### src/rtl/uart_fifo_core.sv
// UART core with byte-wide register bus, independent TX/RX FIFOs, programmable
// bit period, optional parity, loopback, sticky error flags and level interrupt.
module uart_fifo_core #(
   parameter int DATA_W      = 8,
   parameter int FIFO_DEPTH  = 8,
   parameter int DEFAULT_DIV = 15
) (
   input  logic       clk,
   input  logic       arst,
   input  logic       ce,
   input  logic       we,
   input  logic [1:0] adr,
   input  logic [7:0] dat_in,
   output logic [7:0] dat_out,
   input  logic       rx,
   output logic       tx,
   input  logic       dis_int,
   output logic       inter
);

   localparam int         AW       = $clog2(FIFO_DEPTH);
   localparam logic [2:0] LAST_IDX = 3'(DATA_W - 1);

   typedef enum logic [2:0] {
      S_IDLE,
      S_START,
      S_DATA,
      S_PARITY,
      S_STOP
   } state_t;

   logic w_wr_data, w_wr_ctrl, w_wr_div, w_rd, w_rd_data, w_rd_status;

   assign w_wr_data   = ce &  we & (adr == 2'd0);
   assign w_wr_ctrl   = ce &  we & (adr == 2'd2);
   assign w_wr_div    = ce &  we & (adr == 2'd3);
   assign w_rd        = ce & ~we;
   assign w_rd_data   = w_rd & (adr == 2'd0);
   assign w_rd_status = w_rd & (adr == 2'd1);

   logic [4:0] r_ctrl;
   logic [7:0] r_div;
   logic       r_overrun, r_frame_err, r_parity_err;
   logic       r_inter;
   logic [7:0] r_dat_out;

   // ---------------- FIFOs ----------------
   logic [DATA_W-1:0] r_txf_mem [FIFO_DEPTH];
   logic [DATA_W-1:0] r_rxf_mem [FIFO_DEPTH];
   logic [AW:0]       r_txf_wp, r_txf_rp, r_rxf_wp, r_rxf_rp;
   logic              w_txf_empty, w_txf_full, w_txf_push, w_txf_pop;
   logic              w_rxf_empty, w_rxf_full, w_rxf_push, w_rxf_pop;
   logic [DATA_W-1:0] w_txf_head, w_rxf_head, w_rx_word;

   assign w_txf_empty = (r_txf_wp == r_txf_rp);
   assign w_txf_full  = (r_txf_wp[AW] != r_txf_rp[AW]) && (r_txf_wp[AW-1:0] == r_txf_rp[AW-1:0]);
   assign w_rxf_empty = (r_rxf_wp == r_rxf_rp);
   assign w_rxf_full  = (r_rxf_wp[AW] != r_rxf_rp[AW]) && (r_rxf_wp[AW-1:0] == r_rxf_rp[AW-1:0]);
   assign w_txf_head  = r_txf_mem[r_txf_rp[AW-1:0]];
   assign w_rxf_head  = r_rxf_mem[r_rxf_rp[AW-1:0]];

   // A full FIFO still accepts a push when an entry leaves on the same edge.
   assign w_txf_push  = w_wr_data & (~w_txf_full | w_txf_pop);
   assign w_rxf_pop   = w_rd_data & ~w_rxf_empty;

   // NOTE: storage arrays carry no reset; the pointers alone define what is valid.
   always_ff @(posedge clk) begin
      if (w_txf_push) r_txf_mem[r_txf_wp[AW-1:0]] <= dat_in[DATA_W-1:0];
      if (w_rxf_push) r_rxf_mem[r_rxf_wp[AW-1:0]] <= w_rx_word;
   end

   // NOTE: sequential state uses non-blocking assignments so every flop samples pre-edge values.
   always_ff @(posedge clk) begin
      if (arst) begin
         r_txf_wp <= '0;
         r_txf_rp <= '0;
         r_rxf_wp <= '0;
         r_rxf_rp <= '0;
      end else begin
         if (w_txf_push) r_txf_wp <= r_txf_wp + (AW+1)'(1);
         if (w_txf_pop)  r_txf_rp <= r_txf_rp + (AW+1)'(1);
         if (w_rxf_push) r_rxf_wp <= r_rxf_wp + (AW+1)'(1);
         if (w_rxf_pop)  r_rxf_rp <= r_rxf_rp + (AW+1)'(1);
      end
   end

   // ---------------- transmitter ----------------
   state_t            r_tx_state, w_tx_state_nxt;
   logic [7:0]        r_tx_cnt, w_tx_cnt_nxt, r_tx_div, w_tx_div_nxt;
   logic [DATA_W-1:0] r_tx_data, w_tx_data_nxt;
   logic [2:0]        r_tx_idx, w_tx_idx_nxt;
   logic              r_tx_par_en, w_tx_par_en_nxt, r_tx_par_bit, w_tx_par_bit_nxt;
   logic              r_tx, w_tx_nxt;
   logic              w_tx_tick, w_tx_load, w_tx_idle;

   assign w_tx_tick = (r_tx_cnt == r_tx_div);
   assign w_tx_idle = w_txf_empty & (r_tx_state == S_IDLE);

   // NOTE: every always_comb output gets a default first so no path infers a latch.
   always_comb begin
      w_tx_state_nxt   = r_tx_state;
      w_tx_div_nxt     = r_tx_div;
      w_tx_data_nxt    = r_tx_data;
      w_tx_idx_nxt     = r_tx_idx;
      w_tx_par_en_nxt  = r_tx_par_en;
      w_tx_par_bit_nxt = r_tx_par_bit;
      w_tx_nxt         = r_tx;
      w_tx_load        = 1'b0;
      w_txf_pop        = 1'b0;
      w_tx_cnt_nxt     = (r_tx_state == S_IDLE || w_tx_tick) ? 8'd0 : r_tx_cnt + 8'd1;
      case (r_tx_state)
         S_IDLE:  if (!w_txf_empty) w_tx_load = 1'b1;
         S_START: if (w_tx_tick) begin
            w_tx_state_nxt = S_DATA;
            w_tx_idx_nxt   = 3'd0;
            w_tx_nxt       = r_tx_data[0];
         end
         S_DATA: if (w_tx_tick) begin
            if (r_tx_idx == LAST_IDX) begin
               w_tx_state_nxt = r_tx_par_en ? S_PARITY : S_STOP;
               w_tx_nxt       = r_tx_par_en ? r_tx_par_bit : 1'b1;
            end else begin
               w_tx_idx_nxt  = r_tx_idx + 3'd1;
               w_tx_data_nxt = r_tx_data >> 1;
               w_tx_nxt      = r_tx_data[1];
            end
         end
         S_PARITY: if (w_tx_tick) begin
            w_tx_state_nxt = S_STOP;
            w_tx_nxt       = 1'b1;
         end
         S_STOP: if (w_tx_tick) begin
            if (!w_txf_empty) w_tx_load = 1'b1;
            else              w_tx_state_nxt = S_IDLE;
         end
         default: begin
            w_tx_state_nxt = S_IDLE;
            w_tx_nxt       = 1'b1;
         end
      endcase
      // Frame start: the bit period and parity mode are frozen for the whole frame.
      if (w_tx_load) begin
         w_txf_pop        = 1'b1;
         w_tx_state_nxt   = S_START;
         w_tx_nxt         = 1'b0;
         w_tx_data_nxt    = w_txf_head;
         w_tx_div_nxt     = r_div;
         w_tx_par_en_nxt  = r_ctrl[2];
         w_tx_par_bit_nxt = (^w_txf_head) ^ r_ctrl[3];
      end
   end

   always_ff @(posedge clk) begin
      if (arst) begin
         r_tx_state   <= S_IDLE;
         r_tx_cnt     <= '0;
         r_tx_div     <= 8'(DEFAULT_DIV);
         r_tx_data    <= '0;
         r_tx_idx     <= '0;
         r_tx_par_en  <= 1'b0;
         r_tx_par_bit <= 1'b0;
         r_tx         <= 1'b1;
      end else begin
         r_tx_state   <= w_tx_state_nxt;
         r_tx_cnt     <= w_tx_cnt_nxt;
         r_tx_div     <= w_tx_div_nxt;
         r_tx_data    <= w_tx_data_nxt;
         r_tx_idx     <= w_tx_idx_nxt;
         r_tx_par_en  <= w_tx_par_en_nxt;
         r_tx_par_bit <= w_tx_par_bit_nxt;
         r_tx         <= w_tx_nxt;
      end
   end

   // ---------------- receiver ----------------
   logic              r_rx_s1, r_rx_s2, r_rx_prev, w_rx_in;
   state_t            r_rx_state, w_rx_state_nxt;
   logic [7:0]        r_rx_cnt, w_rx_cnt_nxt, r_rx_div, w_rx_div_nxt;
   logic [DATA_W-1:0] r_rx_data, w_rx_data_nxt;
   logic [2:0]        r_rx_idx, w_rx_idx_nxt;
   logic              r_rx_par_en, w_rx_par_en_nxt, r_rx_par_odd, w_rx_par_odd_nxt;
   logic              r_rx_par_bit, w_rx_par_bit_nxt;
   logic [8:0]        w_rx_half_m1;
   logic              w_rx_tick, w_rx_done, w_rx_good, w_rx_frame_err, w_rx_par_err, w_rx_ovr;

   assign w_rx_in      = r_ctrl[4] ? r_tx : r_rx_s2;
   assign w_rx_half_m1 = (({1'b0, r_rx_div} + 9'd1) >> 1) - 9'd1;
   assign w_rx_tick    = (r_rx_state == S_START) ? ({1'b0, r_rx_cnt} == w_rx_half_m1)
                                                 : (r_rx_cnt == r_rx_div);

   always_comb begin
      w_rx_state_nxt   = r_rx_state;
      w_rx_div_nxt     = r_rx_div;
      w_rx_data_nxt    = r_rx_data;
      w_rx_idx_nxt     = r_rx_idx;
      w_rx_par_en_nxt  = r_rx_par_en;
      w_rx_par_odd_nxt = r_rx_par_odd;
      w_rx_par_bit_nxt = r_rx_par_bit;
      w_rx_done        = 1'b0;
      w_rx_cnt_nxt     = (r_rx_state == S_IDLE || w_rx_tick) ? 8'd0 : r_rx_cnt + 8'd1;
      case (r_rx_state)
         S_IDLE: if (r_rx_prev && !w_rx_in) begin
            w_rx_state_nxt   = S_START;
            w_rx_div_nxt     = r_div;
            w_rx_par_en_nxt  = r_ctrl[2];
            w_rx_par_odd_nxt = r_ctrl[3];
         end
         S_START: if (w_rx_tick) begin
            w_rx_state_nxt = w_rx_in ? S_IDLE : S_DATA;
            w_rx_idx_nxt   = 3'd0;
         end
         S_DATA: if (w_rx_tick) begin
            w_rx_data_nxt = {w_rx_in, r_rx_data[DATA_W-1:1]};
            if (r_rx_idx == LAST_IDX) w_rx_state_nxt = r_rx_par_en ? S_PARITY : S_STOP;
            else                      w_rx_idx_nxt   = r_rx_idx + 3'd1;
         end
         S_PARITY: if (w_rx_tick) begin
            w_rx_par_bit_nxt = w_rx_in;
            w_rx_state_nxt   = S_STOP;
         end
         S_STOP: if (w_rx_tick) begin
            w_rx_done      = 1'b1;
            w_rx_state_nxt = S_IDLE;
         end
         default: w_rx_state_nxt = S_IDLE;
      endcase
   end

   assign w_rx_word      = r_rx_data;
   assign w_rx_frame_err = w_rx_done & ~w_rx_in;
   assign w_rx_good      = w_rx_done &  w_rx_in;
   assign w_rx_par_err   = w_rx_good & r_rx_par_en & (r_rx_par_bit != ((^r_rx_data) ^ r_rx_par_odd));
   assign w_rxf_push     = w_rx_good & (~w_rxf_full | w_rxf_pop);
   assign w_rx_ovr       = w_rx_good & w_rxf_full & ~w_rxf_pop;

   always_ff @(posedge clk) begin
      if (arst) begin
         r_rx_s1      <= 1'b1;
         r_rx_s2      <= 1'b1;
         r_rx_prev    <= 1'b1;
         r_rx_state   <= S_IDLE;
         r_rx_cnt     <= '0;
         r_rx_div     <= 8'(DEFAULT_DIV);
         r_rx_data    <= '0;
         r_rx_idx     <= '0;
         r_rx_par_en  <= 1'b0;
         r_rx_par_odd <= 1'b0;
         r_rx_par_bit <= 1'b0;
      end else begin
         r_rx_s1      <= rx;
         r_rx_s2      <= r_rx_s1;
         r_rx_prev    <= w_rx_in;
         r_rx_state   <= w_rx_state_nxt;
         r_rx_cnt     <= w_rx_cnt_nxt;
         r_rx_div     <= w_rx_div_nxt;
         r_rx_data    <= w_rx_data_nxt;
         r_rx_idx     <= w_rx_idx_nxt;
         r_rx_par_en  <= w_rx_par_en_nxt;
         r_rx_par_odd <= w_rx_par_odd_nxt;
         r_rx_par_bit <= w_rx_par_bit_nxt;
      end
   end

   // ---------------- registers, read path, interrupt ----------------
   logic [7:0] w_status, w_rx_byte;

   assign w_status = {2'b00, r_parity_err, r_frame_err, r_overrun, w_tx_idle, w_txf_full, ~w_rxf_empty};

   always_comb begin
      w_rx_byte              = 8'h00;
      w_rx_byte[DATA_W-1:0]  = w_rxf_head;
      if (w_rxf_empty) w_rx_byte = 8'h00;
   end

   always_ff @(posedge clk) begin
      if (arst) begin
         r_ctrl       <= '0;
         r_div        <= 8'(DEFAULT_DIV);
         r_overrun    <= 1'b0;
         r_frame_err  <= 1'b0;
         r_parity_err <= 1'b0;
         r_dat_out    <= '0;
         r_inter      <= 1'b0;
      end else begin
         if (w_wr_ctrl) r_ctrl <= dat_in[4:0];
         if (w_wr_div)  r_div  <= (dat_in < 8'd3) ? 8'd3 : dat_in;
         // A new error on the clearing edge wins over the STATUS read.
         r_overrun    <= w_rx_ovr       | (r_overrun    & ~w_rd_status);
         r_frame_err  <= w_rx_frame_err | (r_frame_err  & ~w_rd_status);
         r_parity_err <= w_rx_par_err   | (r_parity_err & ~w_rd_status);
         if (w_rd) begin
            case (adr)
               2'd0:    r_dat_out <= w_rx_byte;
               2'd1:    r_dat_out <= w_status;
               2'd2:    r_dat_out <= {3'b000, r_ctrl};
               default: r_dat_out <= r_div;
            endcase
         end
         r_inter <= ~dis_int & ((r_ctrl[0] & ~w_rxf_empty) | (r_ctrl[1] & w_tx_idle) |
                                r_overrun | r_frame_err | r_parity_err);
      end
   end

   assign dat_out = r_dat_out;
   assign inter   = r_inter;
   assign tx      = r_tx | r_ctrl[4];

endmodule
### config.mk
export PLATFORM = sky130hd
export DESIGN_NAME = uart_fifo_core
export DESIGN_NICKNAME = d
export VERILOG_FILES = /design/src/rtl/uart_fifo_core.sv
export SDC_FILE = /design/constraint.sdc
export NUM_CORES = 1
export LEC_CHECK = 0
export CAP_MARGIN = 20
export CORE_MARGIN = 4
export CORE_UTILIZATION = 56
export CTS_CLUSTER_DIAMETER = 40
export DETAILED_ROUTE_END_ITERATION = 10
export PLACE_DENSITY = 0.76
export SYNTH_ARGS = -nofsm -noshare
export SYNTH_HDL_FRONTEND = slang
export SYNTH_SLANG_ARGS = --single-unit
### constraint.sdc
create_clock -name clk -period 3.5 [get_ports clk]
set_clock_uncertainty 0.2 [all_clocks]
set_input_delay 0.35 -clock clk [delete_from_list [all_inputs] [get_ports clk]]
set_output_delay 0.35 -clock clk [all_outputs]
set_load 0.02 [all_outputs]
==> metrics.yaml <==
outcome:
  outcome: "finished clean"
logic_synthesis:
  ys_seq_area_share_pct: 57.0
  syn_area_um2: 10800
  synth-edff-count: 128
  synthFlopType: "edfxtp_1"
  synth_nets: 923
  synth_cell_type_count: 78
  synth_top_area_cell: "edfxtp_1"
  async_flop_share_pct: 0
  ys_warn_count: 0
  yosysTopAreaCellShare_pct: 35.5
  syn_inst: 895
  syn_area_per_cell_um2: 12.1
  synth.area.top_cells: "edfxtp_1, dfxtp_1, mux4_2"
  synth.ff_latch_count: 244
min_path:
  hold_end: "r_rx_s1"
  hp-class: "primary input to flop"
  min_from: "rx"
  holdPathStages: 2
critical_path:
  crit_arrival_ns: 3.35
  r2r_end: "r_rxf_mem[4][1]"
  path_class: "flop to flop"
  crit_fanout: 8
  crit_path_max_incr_delay_ns: 0.35
  critPathTopFamily: "simple AND/OR/NAND/NOR gates"
  cp_num_buf_inv: 2
  cp-end-kind: "flop"
  reg2reg_slack_ns: 0.20
  ff2ff_path_depth: 12
  crit_path_start_kind: "flop"
  rr_startpoint: "r_rx_div[0]"
  crit_chain: "ha_1 > inv_1 > ha_1 > a41oi_1 > o31ai_1 > a41oi_1 > o22ai_1 > or3_1 > and4_1 > nand3_1 > nor3b_1 > buf_4"
  worstPathRequired_ns: 3.55
  slowest_stage: "ha_1"
timing:
  setup_violations: 0
  fin_hold_ws_ns: 0.198
  fmax_ghz: 0.303
  worst_pin_slew_ns: 0.973
  fin_crit_ns: 3.30
  finalHoldViolCount: 0
  drv_slew: 0
  period_share_pct: 94.4
  max-slew-margin-rel_pct: 35.1
  rsz0062_at_grt: "no"
  setup_ws_ns: 0.197
floorplan:
  num_rows: 50
  io_pins: 26
  die_x_um: 147
  core_um2: 18800
  die_area_um2: 21600
  initial_core_util_pct: 57.5
  die_height_um: 147
global_routing:
  overflow: 0
  grt_usage_pct: 21.1
  grt_pass1_vias: 6862
  antenna_found_initial: 0
  grt_pass1_wl_um: 36800
  grt_max_degree: 44
clock_network:
  numCtsBuffers: 30
  clk_path_buf_depth: 3
  htree_num_levels: 1
  clock_latency_ns: 0.55
  post-cts-setup-buffers: 0
  clkTransAtPathRegs_ns: 0.06
  cts_sinks: 244
  clockRootBuffer: "clkbuf_16"
  cts_tree: "built"
power:
  vdd_drop_max_mv: 0.416
  pwr_density_cell_nw_per_um2: 596
  p_leak_nw: 4.38
place:
  port_buffers: 25
  place_ws_ns: 0.186
  post-dp-hpwl_um: 15300
  post_dp_cell_area_um2: 11500
  place_congestion: 0.862
detailed_routing:
  drt-total-wl_um: 22900
  drc: 0
  routed_via_density: 5.76
  drt_iter0_markers: 536
  antenna_left: 0
  first_pass_iters: 5
  wire_per_inst_um: 18.7
  vias: 7050
final_layout:
  drive_gt1_share_pct: 17.0
  layout_common_cells: "edfxtp_1, dfxtp_1, nand2_1, nor2_1, buf_4"
  mostFrequentLayoutCell: "edfxtp_1"
  final_nets: 969
  fin_util_pct: 66.4
  final_cell_area_um2: 12500
  area_growth_syn_to_layout_pct: 15.5
  antennaDiodeCount: 0
job:
  maxCapViolCount: 0
-- timing repair --
action,in CTS,in global routing
hold endpoints to repair,4,0
resized for setup,0,2
hold buffers,1,0
setup endpoints to repair,0,16
-- stage by stage --
step | instances | TNS [ns] | power [mW]
4_1_cts | 1225 | 0 | 7.51
6_report | 1225 | 0 | 7.45
3_5_place_dp | 1168 | 0 | 4.48
5_1_grt | 1225 | 0 | 7.77
2_1_floorplan | 895 | -3.84 | 4.18
3_3_place_gp | 1168 | 0 | 4.46
-- report_power, final --
group	switching (mW)	internal, mW	total (mW)
clock	1.24	1.79	3.03
combinational	0.668	0.600	1.27
sequential	0.0745	3.08	3.15
total	1.98	5.47	7.45
-- flip-flops by register name (all words and copies together), names as in the netlist, 3 cells and up, named ones only --
signal      flops
r_tx_cnt        8
r_tx_idx        3
r_ctrl          5
r_rxf_rp        4
r_rx_data       8
r_tx_state      3
r_rx_div        8
r_rx_idx        3
r_rxf_mem      64
r_tx_data       8
r_txf_mem      64
r_txf_wp        4
r_tx_div        8
r_rx_cnt        8
r_div           8
r_rx_state      3
r_rxf_wp        4
r_txf_rp        4
dat_out         8
-- cell usage after synthesis (all sizes together) (5+ instances only) --
master / count
inv: 13
a22oi: 10
nand2: 91
or3: 10
a21oi: 37
clkbuf: 30
xor2: 29
nand4: 9
nor2: 83
dfxtp: 116
o22ai: 7
mux4: 32
ha: 12
mux2i: 42
nor2b: 8
a211oi: 6
xnor2: 37
or2: 7
and3: 8
nand2b: 5
nor4: 7
o21ai: 19
buf: 26
nor3: 15
mux2: 12
nand3: 28
edfxtp: 128
nor3b: 10
-- per-layer routing --
metal	track usage, %	vias up	wire length, um
met3	3.02	49	1060
met5	0	-	0
met1	28.8	3434	9840
met4	6.15	0	618
met2	35.7	184	11300
li1	-	3383	-
-- worst max path at each step --
stage | startpoint | endpoint | slack (ns) | cells after the start
floorplan | r_rx_div[0] | r_rxf_mem[4][0] | -0.18 | 14
global placement | r_rx_div[0] | r_rxf_mem[4][7] | 0.26 | 12
detailed placement | r_rx_div[1] | r_rxf_mem[2][7] | 0.19 | 12
CTS | r_rx_div[1] | r_rxf_mem[2][5] | 0.17 | 12
global route | r_rx_div[0] | r_rxf_mem[2][5] | 0.007 | 12
finish | r_rx_div[0] | r_rxf_mem[4][1] | 0.20 | 12
-- kinds of logic (layout without fill, tap and decap cells) --
group                    after synthesis  in the layout  synth area share (%)
buffers and inverters                 69            139                  2.81
adder cells (fa/ha/maj)               12             12                  1.39
AND/OR/NAND/NOR                      298            298                  13.6
AO/OA/AOI/OAI                        117            117                  7.42
XOR/XNOR                              69             69                  5.99
flip-flops                           244            244                  57.0
multiplexers                          86             86                  11.8
-- cell type report --
cell class | instances | area, um2
Fill cell | 1351 | 6330
Sequential cell | 244 | 6170
Multi-Input combinational cell | 582 | 4370
Clock buffer | 36 | 783
Timing Repair Buffer | 70 | 586
Tap cell | 260 | 325
Clock inverter | 20 | 224
Inverter | 13 | 48.8
No activity file was read; power rests on OpenSTA's default activity.
==> edit (config.mk and constraints unchanged) <==
Set the parameter `FIFO_DEPTH` to 4 (it was 8).
--- a/src/rtl/uart_fifo_core.sv
+++ b/src/rtl/uart_fifo_core.sv
@@ -4,3 +4,3 @@
    parameter int DATA_W      = 8,
-   parameter int FIFO_DEPTH  = 8,
+   parameter int FIFO_DEPTH  = 4,
    parameter int DEFAULT_DIV = 15
Check against the original RTL: not equivalent (Yosys sat finds a counterexample within 10 cycles, from zero or initial values and one cycle with arst high).
==> edit against the unedited design <==
Clock power decreased by 35%; area after synthesis is 26% lower; critical path depth unchanged; setup slack got worse by 0.073 ns; sequential cell count is 70 lower; hold slack improved by 0.029 ns; total power decreased by 32%; synthesized cell count is 14% lower; design area is 27% lower; wire length decreased by 22%; critical path type unchanged; critical endpoint is now r_rx_data[3]$_SDFFE_PP0P_; largest power group unchanged; highest routed layer unchanged.
==> edit: results (changes against the unedited design) <==
Outcome
  – Status: finished clean (unchanged)

Synthesis
  – Post-synth EDFFs: 64 (was 128)
  – Post-Syn Nets: 804 (was 923)

Clock network
  – CTS H-tree lvls: 4 (was 1)
  – Clock sinks: 174 (was 244)
  – Clock Tree Buf Depth: 2 (was 3)

Timing
  – Max Fclk: 0.296 GHz (was 0.303 GHz)

GRT
  – Largest net degree at the start of global routing: 42 (was 44)

Setup path
  – CP Max Fanout: 9 (was 8)
  – Crit path from: r_rx_div[1]$_SDFFE_PP1P_ (was r_rx_div[0]$_SDFFE_PP1P_)
  – Worst EP arrival: 3.46 ns (was 3.35 ns)
  – Cell family with most CP delay: compound AO/OA/AOI/OAI gates (was simple AND/OR/NAND/NOR gates)
  – Slowest cell on crit path: or4b_1 (was ha_1)

Finish
  – Multi-input gate area: 3680 um^2 (was 4370 um^2)
  – Nonclk inv count: 17 (was 13)
  – FF/Latch Area: 4130 um^2 (was 6170 um^2)
  – Clock Buffer Count: 19 (was 36)
  – Clock-cell share of area: 0.0677 (was 0.0806)
  – Buffering overhead: 0.0493 (was 0.0468)
  – Fin nets: 831 (was 969)

Drt
  – DR iter-0 viols: 555 (was 536)
  – Wire length on met1: 7.64 mm (was 9.84 mm)
  – DR vias/cell: 5.98 (was 5.76)
  – DR WL/cell: 18.1 um (was 18.7 um)

Worst hold path
  – Worst hold-check path type: register to register (was input pin to register)
  – Worst hold stages: 1 (was 2)
  – Min-delay src: r_rx_s1$_SDFF_PP1_ (was rx)
  – Hold Path End: r_rx_s2$_SDFF_PP1_ (was r_rx_s1$_SDFF_PP1_)

Placement
  – HPWL after DPL: 12.7 mm (was 15.3 mm)
  – Placer Congestion: 0.919 (was 0.862)

Power and ir drop
  – Switching power: 0.00133 W (was 0.00198 W)
  – Maximum vdd drop: 0.000383 V (was 0.000416 V)
edit: logic make-up after synthesis:
family                   after synthesis  share of synthesized area
AO/OA/AOI/OAI                        128                      0.106
AND/OR/NAND/NOR                      284                      0.170
adder cells (fa/ha/maj)               18                     0.0280
XOR/XNOR                              66                     0.0717
buffers and inverters                 61                     0.0348
flip-flops                           174                      0.512
multiplexers                          39                     0.0781
edit: what timing repair did:
item	CTS	global route
buffers inserted	0	1
gates resized for setup	0	12
setup endpoints to repair	0	52
edit: routing by layer:
metal | global-route usage | vias to the layer above
met5 | 0 | -
met4 | 0.0861 | 0
met3 | 0.0458 | 36
met2 | 0.370 | 215
met1 | 0.308 | 2876
li1 | - | 2793
edit: stage by stage:
| stage | hold WS, ns | cell area, um^2 | std cells |
|---|---|---|---|
| after floorplan | 0.189 | 8060 | 770 |
| after global placement | 0.200 | 8510 | 957 |
| after CTS | 0.235 | 9130 | 989 |
| after global routing | 0.261 | 9170 | 990 |
| final | 0.228 | 9170 | 990 |
| after detailed placement | 0.202 | 8510 | 957 |
